`src/rtl/serializer_framed.sv`:
```
// Framed serializer: turns a parallel word of 2..PRL_DATA_WIDTH valid bits into
// a gated serial frame (preamble, data MSB-first, even parity) followed by an idle gap.
module serializer_framed #(
  parameter int                        PRL_DATA_WIDTH = 10,
  parameter int                        PREAMBLE_WIDTH = 4,
  parameter logic [PREAMBLE_WIDTH-1:0] PREAMBLE       = 4'b1010,
  parameter int                        IDLE_GAP       = 1,
  parameter int                        LEN_WIDTH      = $clog2(PRL_DATA_WIDTH + 1)
) (
  input  logic                      clk_i,
  input  logic                      rst_ni,
  input  logic [PRL_DATA_WIDTH-1:0] prl_data_i,
  input  logic [LEN_WIDTH-1:0]      prl_len_i,
  input  logic                      prl_valid_i,
  output logic                      prl_ready_o,
  output logic                      prl_drop_o,
  output logic                      ser_data_o,
  output logic                      ser_data_en_o,
  output logic                      busy_o
);

  localparam int MAX_A   = (PREAMBLE_WIDTH > PRL_DATA_WIDTH) ? PREAMBLE_WIDTH : PRL_DATA_WIDTH;
  localparam int MAX_CNT = (MAX_A > IDLE_GAP) ? MAX_A : IDLE_GAP;
  localparam int CNT_W   = $clog2(MAX_CNT + 1);

  typedef enum logic [2:0] {
    S_IDLE,
    S_PRE,
    S_DATA,
    S_PAR,
    S_GAP
  } state_e;

  state_e                    state_q, state_d;
  logic [CNT_W-1:0]          cnt_q, cnt_d;
  logic [PRL_DATA_WIDTH-1:0] data_q, data_d;
  logic [LEN_WIDTH-1:0]      len_q, len_d;
  logic                      ser_q, ser_d;
  logic                      en_q, en_d;
  logic                      drop_q, drop_d;
  logic                      ready_q, ready_d;
  logic                      len_legal;

  function automatic logic data_bit(input logic [PRL_DATA_WIDTH-1:0] d,
                                    input logic [CNT_W-1:0] idx);
    logic b;
    b = 1'b0;
    for (int i = 0; i < PRL_DATA_WIDTH; i++) begin
      if (CNT_W'(i) == idx) b = d[i];
    end
    return b;
  endfunction

  function automatic logic pre_bit(input logic [CNT_W-1:0] idx);
    logic b;
    b = 1'b0;
    for (int i = 0; i < PREAMBLE_WIDTH; i++) begin
      if (CNT_W'(i) == idx) b = PREAMBLE[i];
    end
    return b;
  endfunction

  // Even parity over the low len bits only; upper bits are masked out.
  function automatic logic field_parity(input logic [PRL_DATA_WIDTH-1:0] d,
                                        input logic [LEN_WIDTH-1:0] len);
    logic p;
    p = 1'b0;
    for (int i = 0; i < PRL_DATA_WIDTH; i++) begin
      if (i < int'(len)) p = p ^ d[i];
    end
    return p;
  endfunction

  assign len_legal = (prl_len_i >= LEN_WIDTH'(2)) &&
                     (prl_len_i <= LEN_WIDTH'(PRL_DATA_WIDTH));

  always_comb begin
    state_d = state_q;
    cnt_d   = cnt_q;
    data_d  = data_q;
    len_d   = len_q;
    ser_d   = 1'b0;
    en_d    = 1'b0;
    drop_d  = 1'b0;
    ready_d = ready_q;
    case (state_q)
      S_IDLE: begin
        if (prl_valid_i && ready_q) begin
          if (len_legal) begin
            data_d  = prl_data_i;
            len_d   = prl_len_i;
            state_d = S_PRE;
            cnt_d   = CNT_W'(PREAMBLE_WIDTH - 1);
            ser_d   = PREAMBLE[PREAMBLE_WIDTH-1];
            en_d    = 1'b1;
            ready_d = 1'b0;
          end else begin
            drop_d = 1'b1;
          end
        end
      end
      S_PRE: begin
        en_d = 1'b1;
        if (cnt_q == '0) begin
          state_d = S_DATA;
          cnt_d   = CNT_W'(len_q - 1'b1);
          ser_d   = data_bit(data_q, CNT_W'(len_q - 1'b1));
        end else begin
          cnt_d = cnt_q - 1'b1;
          ser_d = pre_bit(cnt_q - 1'b1);
        end
      end
      S_DATA: begin
        en_d = 1'b1;
        if (cnt_q == '0) begin
          state_d = S_PAR;
          ser_d   = field_parity(data_q, len_q);
        end else begin
          cnt_d = cnt_q - 1'b1;
          ser_d = data_bit(data_q, cnt_q - 1'b1);
        end
      end
      S_PAR: begin
        // The cycle after parity is the first gap cycle; ready returns on the last one.
        if (IDLE_GAP > 1) begin
          state_d = S_GAP;
          cnt_d   = CNT_W'(IDLE_GAP - 2);
        end else begin
          state_d = S_IDLE;
          ready_d = 1'b1;
        end
      end
      S_GAP: begin
        if (cnt_q == '0) begin
          state_d = S_IDLE;
          ready_d = 1'b1;
        end else begin
          cnt_d = cnt_q - 1'b1;
        end
      end
      default: begin
        state_d = S_IDLE;
        ready_d = 1'b1;
      end
    endcase
  end

  always_ff @(posedge clk_i) begin
    if (!rst_ni) begin
      state_q <= S_IDLE;
      cnt_q   <= '0;
      ser_q   <= 1'b0;
      en_q    <= 1'b0;
      drop_q  <= 1'b0;
      ready_q <= 1'b1;
    end else begin
      state_q <= state_d;
      cnt_q   <= cnt_d;
      data_q  <= data_d;
      len_q   <= len_d;
      ser_q   <= ser_d;
      en_q    <= en_d;
      drop_q  <= drop_d;
      ready_q <= ready_d;
    end
  end

  assign prl_ready_o   = ready_q & rst_ni;
  assign busy_o        = ~ready_q;
  assign prl_drop_o    = drop_q;
  assign ser_data_o    = ser_q;
  assign ser_data_en_o = en_q;

endmodule

```
`config.mk`:
```
export PLATFORM = sky130hd
export DESIGN_NAME = serializer_framed
export DESIGN_NICKNAME = d
export VERILOG_FILES = /design/src/rtl/serializer_framed.sv
export SDC_FILE = /design/constraint.sdc
export NUM_CORES = 1
export LEC_CHECK = 0
export ABC_AREA = 1
export CELL_PAD_IN_SITES_DETAIL_PLACEMENT = 1
export CELL_PAD_IN_SITES_GLOBAL_PLACEMENT = 1
export CORE_ASPECT_RATIO = 1.4
export CORE_UTILIZATION = 43
export DETAILED_ROUTE_END_ITERATION = 10
export PLACE_DENSITY_LB_ADDON = 0.1
export SLEW_MARGIN = 20
export SYNTH_ARGS = -nofsm -noshare
export SYNTH_HDL_FRONTEND = slang
export SYNTH_SLANG_ARGS = --single-unit
```
`constraint.sdc`:
```
create_clock -name clk_i -period 3.5 [get_ports clk_i]
set_clock_uncertainty 0.2 [all_clocks]
set_input_delay 0.35 -clock clk_i [delete_from_list [all_inputs] [get_ports clk_i]]
set_output_delay 0.35 -clock clk_i [all_outputs]
set_load 0.005 [all_outputs]
```
== After elaboration in Yosys (flattened, before gate mapping) ==
Index checks and enable logic that the tools add are counted.

* Bitwise gates (word level): 12
* Divide/modulo/power cells: 0
* Multipliers: 0
* Reductions and logical operators: 14
* $add $sub $neg: 2
* Order comparisons: 12
* Shift-type cells: 0
* Equality and inequality tests: 27
* Muxes and demuxes: 73

{| class="wikitable"
|+ Operators by type and width
! kind !! number
|-
| $mux 1 || 59
|-
| $eq 3x4->1 const A || 8
|-
| $eq 2x4->1 const A || 4
|-
| $eq 4x4->1 const A || 4
|-
| $lt 3x4->1 const A || 4
|-
| $mux 4 || 4
|-
| $mux 3 || 5
|-
| $logic_not 4->1 || 3
|-
| $ne 2x2->1 const B || 6
|-
| $pmux 3 s4 || 1
|-
| $pmux 4 s3 || 1
|-
| $reduce_and 4->1 || 3
|-
| $xor 1x1->1 || 9
|-
| $eq 1x4->1 const A || 2
|-
| $lt 1x4->1 const A || 2
|-
| $lt 2x4->1 const A || 2
|-
| $lt 4x4->1 const A || 2
|-
| $sub 4x1->4 const B || 2
|-
| $pmux 1 s3 || 2
|-
| $reduce_and 5->1 || 1
|-
| $ge 4x2->1 const B || 1
|-
| $le 4x4->1 const B || 1
|-
| $reduce_or 2->1 || 2
|-
| $eq 3x1->1 const B || 1
|-
| 9 further kinds || 11
|}

* Memories: 0
* Register bits: 25
* Output and inout port bits: 5
* Logic and storage cells: 148
* Bits in read-only memories: 0
* Memory bits (writable): 0
* Bits in latches: 0

== Depth between registers and ports, before layout ==
Gate-level depths: netlist of the first run.

* Word-level depth: 40
* Depth in mapped cells: 19
* Depth with buffers taken out: 19

== Least setup slack after synthesis of the first run ==
No wires, ideal clock.

* Path type: register to register
* Start: reg cnt_q[0]
* End: reg ser_q (netlist: ser_data_o)
* Slack: 1.466 ns
* Data arrival time: 1.716 ns
* Cell stages (with the launch flop): 17
* Data required time: 3.182 ns
* Buffers on the path: 0
* Cell sequence: dfxtp_1 inv_1 ha_1 inv_1 nand2_1 nand2_2 inv_1 nor2_2 nand2_1 o21ai_1 inv_1 nand2_1 nand2_1 nand2_1 nand2_1 a21oi_1 a21oi_1

* Cells in the longest elaborated chain, start to end: 14

{| class="wikitable"
|+ RTL lines
! item !! RTL line !! RTL
|-
| from (decl) || 35 || <nowiki>logic [CNT_W-1:0] cnt_q, cnt_d;</nowiki>
|-
| from (signal assigned) || 158 || <nowiki>cnt_q <= cnt_d;</nowiki>
|-
| $sub 4x1->4 || 110, 120 ||
|-
| $logic_not 4->1 || 49 || <nowiki>if (CNT_W'(i) == idx) b = d[i];</nowiki>
|-
| $mux 1 (10 in a row) || 49 ||
|-
| $mux 1 || 115 || <nowiki>if (cnt_q == '0) begin</nowiki>
|-
| $pmux 1 s3 (*) || 86 || <nowiki>case (state_q)</nowiki>
|-
| to (signal assigned) || 161 || <nowiki>ser_q <= ser_d;</nowiki>
|-
| to (decl) || 38 || <nowiki>logic ser_q, ser_d;</nowiki>
|}

Every way passes the cells marked *; elsewhere a longest branch is shown, timed or not.
A chain may end at the register's enable or synchronous reset.

== Worst setup path in the final report of the first run ==
* Start: reg cnt_q[0]
* End: reg cnt_q[0]

* Cells in the longest elaborated chain, start to end: 3

{| class="wikitable"
|+ RTL lines
! item !! RTL line
|-
| $sub 4x1->4 / $logic_not 4->1 (equally long branches) || -
|-
| $mux 4, or another cell as far along || 115, 134
|-
| $pmux 4 s3 / $reduce_and 4->1 (equally long branches) || -
|}

Parallel ways exist; a longest one is shown, timed or not. The select of a mux whose other input is x is not followed.

==> results of run 1 <==
[stage by stage]
stage | total power [W] | hold slack, ns | utilization | setup slack, ns | instances
global route | 0.00167 | 0.379 | 0.541 | 0.711 | 338
floorplan | 0.00101 | 0.249 | - | 1.47 | 270
CTS | 0.00154 | 0.353 | 0.541 | 0.980 | 338
global placement | 0.00124 | 0.321 | 0.524 | 1.01 | 334
finish | 0.00154 | 0.350 | 0.541 | 0.910 | 338
detailed placement | 0.00127 | 0.334 | 0.524 | 0.988 | 334
[final timing paths]
path | to | slack, ns | depth (start not counted)
setup / recovery | cnt_q[0] | 0.91 | 9
hold / removal | cnt_q[2] | 0.35 | 2
setup reg to reg | cnt_q[0] | 0.91 | 9
hold reg to reg | cnt_q[2] | 0.35 | 2
[cells by family (layout without fill, tap and decap cells)]
| family | after synthesis | in the layout | synth area share |
|---|---|---|---|
| simple gates | 143 | 143 | 0.340 |
| buf+inv | 51 | 76 | 0.109 |
| compound gates | 39 | 39 | 0.123 |
| flops | 24 | 24 | 0.340 |
| fa+ha+maj | 13 | 13 | 0.0890 |
[area by class of cell]
type	count	area share
Sequential cell	24	0.288
Clock inverter	1	0.0139
Tap cell	43	0.0249
Clock buffer	3	0.0191
Inverter	50	0.0870
Multi-Input combinational cell	195	0.467
Timing Repair Buffer	22	0.101
[layer usage]
metal / wire, microns / up-vias / track usage
met5: 0 / - / 0
met4: 152 / 0 / 0.122
met3: 118 / 13 / 0.0358
met2: 3000 / 25 / 0.507
met1: 2110 / 862 / 0.254
li1: - / 920 / -
[flip-flops by register name, summed over array words and instances, names as in the netlist]
signal / flops
ready_q: 1
data_q: 10
state_q: 2
cnt_q: 4
len_q: 4
prl_drop_o: 1
ser_data_o: 1
ser_data_en_o: 1
[worst max-delay path, stage by stage (launching register included)]
cell and delay [ns]:
dfxtp_1 0.35, inv_1 0.20, ha_1 0.32, nand2_1 0.14, nor2_2 0.28, inv_1 0.21, o21ai_0 0.25, a21oi_1 0.07
a2111oi_0 0.37, a211oi_1 0.07
[Yosys cell counts, drive strengths merged]
cell type  instances  area share
nand2             86        0.18
inv               49        0.10
nand3             29       0.079
nor2              19       0.049
a21oi             17       0.049
edfxtp            14        0.23
ha                13       0.089
o21ai             13       0.036
dfxtp             10        0.11
nand4              5       0.017
a211oi             4       0.016
a31oi              2      0.0068
nand3b             2      0.0082
nor3               2      0.0055
a2111oi            1      0.0048
buf                1      0.0062
clkinv             1      0.0021
o211ai             1      0.0068
o22ai              1      0.0034
[power groups by stage]
| stage | combinational (W) | clock (W) | sequential [W] |
|---|---|---|---|
| 2_1_floorplan | 0.000601 | 0 | 0.000406 |
| 3_3_place_gp | 0.000822 | 0 | 0.000420 |
| 3_5_place_dp | 0.000850 | 0 | 0.000422 |
| 4_1_cts | 0.000869 | 0.000255 | 0.000416 |
| 5_1_grt | 0.000974 | 0.000269 | 0.000423 |
| 6_report | 0.000866 | 0.000254 | 0.000416 |
==> metrics, run 1 <==
Worst-Margin Slew=roughly 0.38 ns; final slew viol count=0; Worst setup SP type=register; total DRC errors in the routed layout=0; placed cell area=0.00209 sq mm; post-synthesis cell type count=24; Highest Clock Rate=roughly 0.39 GHz; die width=57.1 microns; synthesized area=about 0.0018 sq mm; Mapped Nets=300; GPL Wtd Cong=0.839; Final nets=between 300 and 400; Area Growth Syn to Fin=18.2%; vias=1820; Final Instance Area=between 0.002 and 0.0025 sq mm; Clock Latency Late Sink=approximately 0.28 ns; Sw Share=0.475; most frequent cells in the layout=nand2_1 (83), inv_1 (47), nand3_1 (29), clkdlybuf4s50_1 (21), a21oi_1 (16); Ys Warns=0; multi-input logic area=slightly above 0.001 sq mm; # hold bufs at CTS=0; Clk pwr share=0.165; post-synthesis sequential area ratio=0.340; fillers=between 500 and 600; Hold Startpoint=cnt_q[2]; Setup violations, final=0; CTS Sinks=24; Worst EP arrival=2.54 ns; DRT iter0 DRCs=between 40 and 50; Critical Path Sink Type=register; Clock Tree Buf Depth=2; Crit Path Class=register to register; power share of the combinational group=0.564; setup TNS=0 ns; row cnt=27; starting density of the core=0.458; cells after synthesis=270; Final Cycle Share=0.740; post-CTS setup buffers=0; Antenna diodes=0; io pins=22; detailed placement HPWL=4370 microns; CP Max Fanout=8; Root Buffer=clkbuf_8; Overall Global Routing Usage=0.256; share of layout cells above drive strength 1=0.0644; crit path time final=about 2.6 ns; register area=621 sq um; Rel. slew slack=0.743; total gr overflow=0; Reg2Reg Launch Point=cnt_q[0]; CTS-repair resized insts=0; Setup crit start=cnt_q[0]; number of global-route vias before repair=a little under 2000; global-route wire length before repair=a little under 9000 microns; Final Hold Fails=0; CTS tree=built; Die H=a little under 80 microns; MaxCap Viol Count=0; routed len/inst=15.9 microns; drt first pass iters=4; H-tree levels=1; initial antenna violation count=0; Final ANT Viol Nets=0; RSZ-0062 raised after global routing=no; area of the core=0.00399 sq mm; total internal power=~0.0008 W; Tightest Hold Check Type=register to register; Mapped Avg Cell Area=roughly 6.8 sq um; power share of the sequential group=0.271; worst path required time=between 3 and 4 ns; IO buf count=21; die area=between 0.004 and 0.005 sq mm; register bit total from synthesis=24; Pwr per Cell Area=~710 mW/mm^2; commonest non-fill, non-tap cell in the layout=nand2_1; status=finished, final reports clean; maximum VDD drop=between 0.5 and 0.6 mV; largest net degree at the start of global routing=15; CTS Buf Count=3; final wirelength=5380 microns; clock-pin slew on the worst setup and hold paths=roughly 0.090 ns; sw power=around 0.00073 W; Pleak=around 1.0 nW; Via-to-Cell Ratio=between 5 and 6
Power figures use the tool's default switching activity.
==> inputs of run 2 (changes only) <==
--- a/config.mk
+++ b/config.mk
@@ -9,7 +9,7 @@
 export CELL_PAD_IN_SITES_DETAIL_PLACEMENT = 1
 export CELL_PAD_IN_SITES_GLOBAL_PLACEMENT = 1
 export CORE_ASPECT_RATIO = 1.4
-export CORE_UTILIZATION = 43
+export CORE_UTILIZATION = 40
 export DETAILED_ROUTE_END_ITERATION = 10
 export PLACE_DENSITY_LB_ADDON = 0.1
 export SLEW_MARGIN = 20
==> constraint.sdc (replaced) <==
create_clock -name clk_i -period 2.5 [get_ports clk_i]
set_clock_uncertainty 0.2 [all_clocks]
set_input_delay 0.25 -clock clk_i [delete_from_list [all_inputs] [get_ports clk_i]]
set_output_delay 0.25 -clock clk_i [all_outputs]
set_load 0.005 [all_outputs]
==> run 2 against run 1 <==
Sequential share of layout area is 0.76 points lower. Maximum frequency is 11% higher. First-iteration DRC count is 37% higher. Flip-flop and latch count stayed put. Critical path type unchanged. Largest power group unchanged.
==> metrics, run 2 (synthesis gave the netlist of run 1 again) <==
Highest Clock Rate=0.429 GHz (was 0.386 GHz); Crit Path Class=register to register (unchanged); final setup margin=0.166 ns (was 0.910 ns); global-route wire length before repair=8350 microns (was 8870 microns); Setup violations, final=0 (unchanged); Clock Latency Late Sink=0.27 ns (was 0.28 ns); starting density of the core=0.424 (was 0.458); maximum VDD drop=0.690 mV (was 0.588 mV); final slew viol count=0 (unchanged); CTS Sinks=24 (unchanged); multi-input logic area=0.00101 sq mm (about the same); largest net degree at the start of global routing=15 (unchanged); area of the core=0.00431 sq mm (was 0.00399 sq mm); # hold bufs at CTS=0 (unchanged); Area Growth Syn to Fin=21.4% (was 18.2%); r2r setup slk=0.17 ns (was 0.91 ns); Final nets=330 (was 326); CTS Buf Count=3 (unchanged); Final Cycle Share=0.933 (was 0.740); Final ANT Viol Nets=0 (unchanged); worst path required time=2.47 ns (was 3.45 ns); R2R cell count=19 (was 9); vias=1815 (was 1820); fillers=594 (was 566); Antenna diodes=0 (unchanged); row cnt=28 (was 27); Via-to-Cell Ratio=5.06 (was 5.38); detailed placement HPWL=4260 microns (was 4370 microns); total DRC errors in the routed layout=0 (unchanged); Pleak=1.05 nW (was 1.03 nW); status=finished, final reports clean (unchanged); Die H=82.0 microns (was 79.1 microns); share of layout cells above drive strength 1=0.0870 (was 0.0644); Regs by FF count=data_q: 10 flops, cnt_q: 4 flops, len_q: 4 flops (unchanged); MaxCap Viol Count=0 (unchanged); Final Hold Fails=0 (unchanged); Clock Tree Buf Depth=2 (unchanged); number of global-route vias before repair=1855 (was 1964); Place WS=0.0528 ns (was 0.988 ns); most frequent cells in the layout=nand2_1 (83), inv_1 (45), nand3_1 (29), clkdlybuf4s50_1 (21), a21oi_1 (16) (was nand2_1 (83), inv_1 (47), nand3_1 (29), clkdlybuf4s50_1 (21), a21oi_1 (16)); Top reg by flops=data_q (unchanged); drt first pass iters=4 (unchanged); Critical Path Sink Type=register (unchanged); commonest non-fill, non-tap cell in the layout=nand2_1 (unchanged); total gr overflow=0 (unchanged); DRT iter0 DRCs=59 (was 43); H-tree levels=1 (unchanged); Pwr per Cell Area=963 mW/mm^2 (was 712 mW/mm^2); Tightest Hold Check Type=input pin to register (was register to register); Worst EP arrival=2.31 ns (was 2.54 ns); final wirelength=5140 microns (was 5380 microns); Hold Path Depth=1 (was 2); max FFs per register=10 (unchanged); die area=0.00485 sq mm (was 0.00452 sq mm); routed len/inst=14.3 microns (was 15.9 microns); setup TNS=0 ns (unchanged); GPL Wtd Cong=0.858 (was 0.839); Rel. slew slack=0.759 (was 0.743); CP Max Fanout=6 (was 8); register area=621 sq um (unchanged); Root Buffer=clkbuf_8 (unchanged); crit path time final=2.33 ns (was 2.59 ns); CTS tree=built (unchanged); Worst-Margin Slew=0.352 ns (was 0.376 ns); Overall Global Routing Usage=0.233 (was 0.256); IO buf count=21 (unchanged); initial antenna violation count=0 (unchanged); io pins=22 (unchanged); Worst setup SP type=register (unchanged); clock-pin slew on the worst setup and hold paths=0.09 ns (about the same); die width=59.1 microns (was 57.1 microns)
run 2: cell count changes in the layout (fill, tap and decap cells not counted), sizes merged:
cell	before	now
buf	1	5
run 2: per-stage QoR:
step	area (sq um)	instances	utilization	total power [W]	hold slack (ns)
2_1_floorplan	1830	270	-	0.00141	0.149
3_3_place_gp	2120	353	0.493	0.00174	0.323
3_5_place_dp	2120	353	0.493	0.00177	0.333
4_1_cts	2190	357	0.509	0.00213	0.315
5_1_grt	2220	359	0.515	0.00234	0.315
6_report	2220	359	0.515	0.00213	0.323
run 2: worst paths after layout:
| path | from | endpoint |
|---|---|---|
| min | prl_data_i[2] | data_q[2] |
| max | len_q[0] | ser_data_o |
| min reg2reg | state_q[1] | state_q[1] |
| max reg2reg | len_q[0] | ser_data_o |
run 2: area by class of cell:
class / instances / area share
inverters: 50 / 0.0846
clock inverters: 1 / 0.0135
well taps: 60 / 0.0339
flip-flops and latches: 24 / 0.280
multi-input cells: 195 / 0.458
clock buffers: 3 / 0.0186
repair buffers: 26 / 0.112
run 2: power breakdown:
part	internal, W	leakage, nW	switching, W
sequential	0.000505	0.210	0.0000722
clock	0.000214	0.0357	0.000136
combinational	0.000421	0.807	0.000786
total	0.00114	1.05	0.000994
run 2: worst max-delay path, cell delays in order (launching register included):
cell and delay [ns]:
edfxtp_1 0.46, inv_2 0.15, ha_1 0.24, inv_1 0.08
nand2_1 0.08, nand2_2 0.12, nor2_2 0.22, nand2_1 0.08
nand2_1 0.07, inv_1 0.03, nand2_1 0.04, nand2_1 0.04
nand2_1 0.05, nand2_1 0.04, nand2_1 0.07, nand2_1 0.06
nand2_1 0.05, nand2_1 0.05, nand2_1 0.05, a21oi_1 0.06
run 2: what timing repair did:
action                                  in CTS  in global routing
setup buffers                                0                  2
endpoints found under the setup margin       0                  5
resized for setup                            0                  4
run 2: routing by layer:
| layer | vias up | track usage | share of wire |
|---|---|---|---|
| li1 | 931 | - | - |
| met1 | 862 | 0.237 | 0.39 |
| met2 | 12 | 0.466 | 0.57 |
| met3 | 10 | 0.0189 | 0.0078 |
| met4 | 0 | 0.107 | 0.025 |
| met5 | - | 0 | 0 |
==> inputs of run 3 (changes only) <==
--- a/config.mk
+++ b/config.mk
@@ -5,11 +5,10 @@
 export SDC_FILE = /design/constraint.sdc
 export NUM_CORES = 1
 export LEC_CHECK = 0
-export ABC_AREA = 1
 export CELL_PAD_IN_SITES_DETAIL_PLACEMENT = 1
 export CELL_PAD_IN_SITES_GLOBAL_PLACEMENT = 1
 export CORE_ASPECT_RATIO = 1.4
-export CORE_UTILIZATION = 40
+export CORE_UTILIZATION = 42
 export DETAILED_ROUTE_END_ITERATION = 10
 export PLACE_DENSITY_LB_ADDON = 0.1
 export SLEW_MARGIN = 20
==> run 3 against run 2 <==
The flow now finishes with violations (DRC). Synthesized area shrank 2.2%. First-iteration DRC count shrank 17%. Sequential power up 2%. Power down 6.2%.
==> metrics, run 3 <==
CTS Buf Count=3 (unchanged); power consumption=0.00200 W (was 0.00213 W); Synth area leaders=edfxtp_1 (24%), dfxtp_1 (11%), ha_1 (9.1%) (was edfxtp_1 (23%), nand2_1 (17%), dfxtp_1 (11%)); final setup margin=0.0832 ns (was 0.166 ns); MaxCap Viol Count=0 (unchanged); Final nets=265 (was 330); fillers=474 (was 594); die width=57.1 microns (was 59.1 microns); top post-synthesis cells by count=nor2_1 (23), nand2_1 (18), edfxtp_1 (14), o21ai_0 (14), ha_1 (13) (was nand2_1 (83), inv_1 (47), nand3_1 (29)); initial antenna violation count=0 (unchanged); post-synthesis sequential area ratio=0.347 (was 0.340); final slew viol count=0 (unchanged); Setup violations, final=0 (unchanged); Synth Flop Type=edfxtp_1 (unchanged); starting density of the core=0.444 (was 0.424); DRT iter0 DRCs=49 (was 59); r2r setup slk=0.08 ns (was 0.17 ns); area of the core=0.00402 sq mm (was 0.00431 sq mm); final wirelength=5580 microns (was 5140 microns); drt first pass iters=7 (was 4); synthesized area=0.00179 sq mm (was 0.00183 sq mm); total DRC errors in the routed layout=2 (was 0); Antenna diodes=0 (unchanged); cells after synthesis=202 (was 270); Hold Startpoint=prl_data_i[3] (was prl_data_i[2]); Synth area leader=edfxtp_1 (unchanged); row cnt=27 (was 28); IO buf count=21 (unchanged); Critical R2R Capture=ser_data_o (unchanged); Pwr per Cell Area=885 mW/mm^2 (was 963 mW/mm^2); most frequent cells in the layout=nor2_1 (23), clkdlybuf4s50_1 (21), nand2_1 (18), o21ai_0 (14), edfxtp_1 (14) (was nand2_1 (83), inv_1 (45), nand3_1 (29), clkdlybuf4s50_1 (21), a21oi_1 (16)); io pins=22 (unchanged); Tightest Hold Check Type=input pin to register (unchanged); Worst setup SP type=register (unchanged); CP Max Fanout=10 (was 6); GPL Wtd Cong=0.952 (was 0.858); Mapped Avg Cell Area=8.85 sq um (was 6.77 sq um); Ys Warns=0 (unchanged); Hold Path End=data_q[3] (was data_q[2]); routed len/inst=20.1 microns (was 14.3 microns); number of global-route vias before repair=1832 (was 1855); worst path required time=2.44 ns (was 2.47 ns); Final Cycle Share=0.967 (was 0.933); Clock Latency Late Sink=0.27 ns (about the same); Post-Layout Cell Count=277 (was 359); Worst-Margin Slew=0.476 ns (was 0.352 ns); clock-pin slew on the worst setup and hold paths=0.09 ns (about the same); Final ANT Viol Nets=0 (unchanged); CTS tree=built (unchanged); commonest non-fill, non-tap cell in the layout=nor2_1 (was nand2_1); status=finished, violations left (was finished, final reports clean); multi-input logic area=0.00115 sq mm (was 0.00101 sq mm); Die H=79.2 microns (was 82.0 microns); post-synthesis cell type count=55 (was 24); Post-synth ARST share=0 (unchanged); Root Buffer=clkbuf_8 (unchanged); vias=1706 (was 1815); crit path time final=2.42 ns (was 2.33 ns); total gr overflow=0 (unchanged); register bit total from synthesis=24 (unchanged); Hold Path Depth=1 (unchanged); CTS Sinks=24 (unchanged); Reg2Reg Launch Point=len_q[1] (was len_q[0]); Critical Path Sink Type=register (unchanged); Via-to-Cell Ratio=6.16 (was 5.06); setup TNS=0 ns (unchanged); Place WS=-0.00479 ns (was 0.0528 ns); Final Hold Fails=0 (unchanged); number of flops mapped to enable cells by yosys=14 (unchanged); H-tree levels=1 (unchanged); Crit Path Class=register to register (unchanged); global-route wire length before repair=8920 microns (was 8350 microns); Worst EP arrival=2.36 ns (was 2.31 ns); Overall Global Routing Usage=0.258 (was 0.233); detailed placement HPWL=4180 microns (was 4260 microns); register area=621 sq um (unchanged); max FFs per register=10 (unchanged); failing checks=DRC; Regs by FF count=data_q: 10 flops, cnt_q: 4 flops, len_q: 4 flops (unchanged); Post-Place Cells=272 (was 353); Area Growth Syn to Fin=26.6% (was 21.4%); most common cell in the synthesized netlist=nor2_1 (was nand2_1); Mapped Nets=232 (was 300); R2R cell count=10 (was 19); Highest Clock Rate=0.414 GHz (was 0.429 GHz); Rel. slew slack=0.681 (was 0.759); Pleak=0.899 nW (was 1.05 nW); largest net degree at the start of global routing=15 (unchanged); Yosys top cell area share=0.235 (was 0.230); maximum VDD drop=0.568 mV (was 0.690 mV); share of layout cells above drive strength 1=0.141 (was 0.0870); Setup crit start=len_q[1] (was len_q[0]); Clock Tree Buf Depth=2 (unchanged); Top reg by flops=data_q (unchanged); die area=0.00452 sq mm (was 0.00485 sq mm)
-- run 3: changes by cell type in the layout (fill, tap and decap cells not counted), sizes merged, moves of 4 or more --
cell | previous run | this run
nand2 | 86 | 18
inv | 49 | 10
nand3 | 29 | 3
buf | 5 | 13
a21oi | 17 | 10
nor2b | 0 | 7
a21boi | 0 | 5
nand2b | 0 | 5
nand4 | 5 | 0
nor2 | 19 | 23
xor2 | 0 | 4
-- run 3: stage by stage --
stage                util  hold slack [ns]  instance area (sq um)
floorplan               -            0.149                   1790
global placement    0.529            0.328                   2130
detailed placement  0.529            0.348                   2130
CTS                 0.548            0.322                   2200
global route        0.563            0.319                   2260
finish              0.563            0.323                   2260
-- run 3: cell type report --
| cell class | instances | share of cell area |
|---|---|---|
| Inverter | 10 | 0.0166 |
| Clock inverter | 1 | 0.0133 |
| Clock buffer | 3 | 0.0183 |
| Sequential cell | 24 | 0.274 |
| Timing Repair Buffer | 34 | 0.145 |
| Multi-Input combinational cell | 162 | 0.509 |
| Tap cell | 43 | 0.0238 |
-- run 3: worst max-delay path: stages, from the launching register on --
cell and delay (ns):
edfxtp_1 0.39, inv_2 0.07, ha_4 0.18, buf_6 0.14
or2_2 0.28, o21ai_0 0.23, o2bb2ai_1 0.17, nand4b_1 0.13
a41o_1 0.27, o311ai_1 0.08, o21ai_1 0.14
-- run 3: power by group --
part           switching [W]  internal [W]  total [W]
Combinational       0.000593      0.000468    0.00106
Sequential         0.0000911      0.000500   0.000591
Clock               0.000135      0.000214   0.000349
Total               0.000820       0.00118    0.00200
-- run 3: worst max path at each step --
stage / endpoint / depth (start not counted)
6_report: ser_data_o / 10
5_1_grt: ser_data_o / 10
4_1_cts: ser_data_o / 9
3_5_place_dp: cnt_q[3] / 6
3_3_place_gp: cnt_q[3] / 6
2_1_floorplan: ser_data_o / 9
-- run 3: metal layers --
layer,track usage,share of wire,vias to the layer above
met5,0,0,-
met4,0.124,0.028,0
met3,0.0179,0.021,12
met2,0.515,0.57,35
met1,0.260,0.38,848
li1,-,-,811
-- run 3: logic make-up (layout without fill, tap and decap cells) --
logic type | after synthesis | count (layout) | synth area share
buffers and inverters | 16 | 48 | 0.0357
multiplexers | 2 | 2 | 0.0112
flip-flops | 24 | 24 | 0.347
AND/OR/NAND/NOR | 79 | 79 | 0.233
AO/OA/AOI/OAI | 62 | 62 | 0.244
adder cells (fa/ha/maj) | 13 | 13 | 0.0910
XOR/XNOR | 6 | 6 | 0.0371
-- run 3: repair_timing --
item,4_1_cts,5_1_grt
gates cloned,0,0
setup endpoints to repair,1,1
pin swaps,0,6
hold buffers,0,0
buffers inserted,0,1
gates resized for setup,2,12
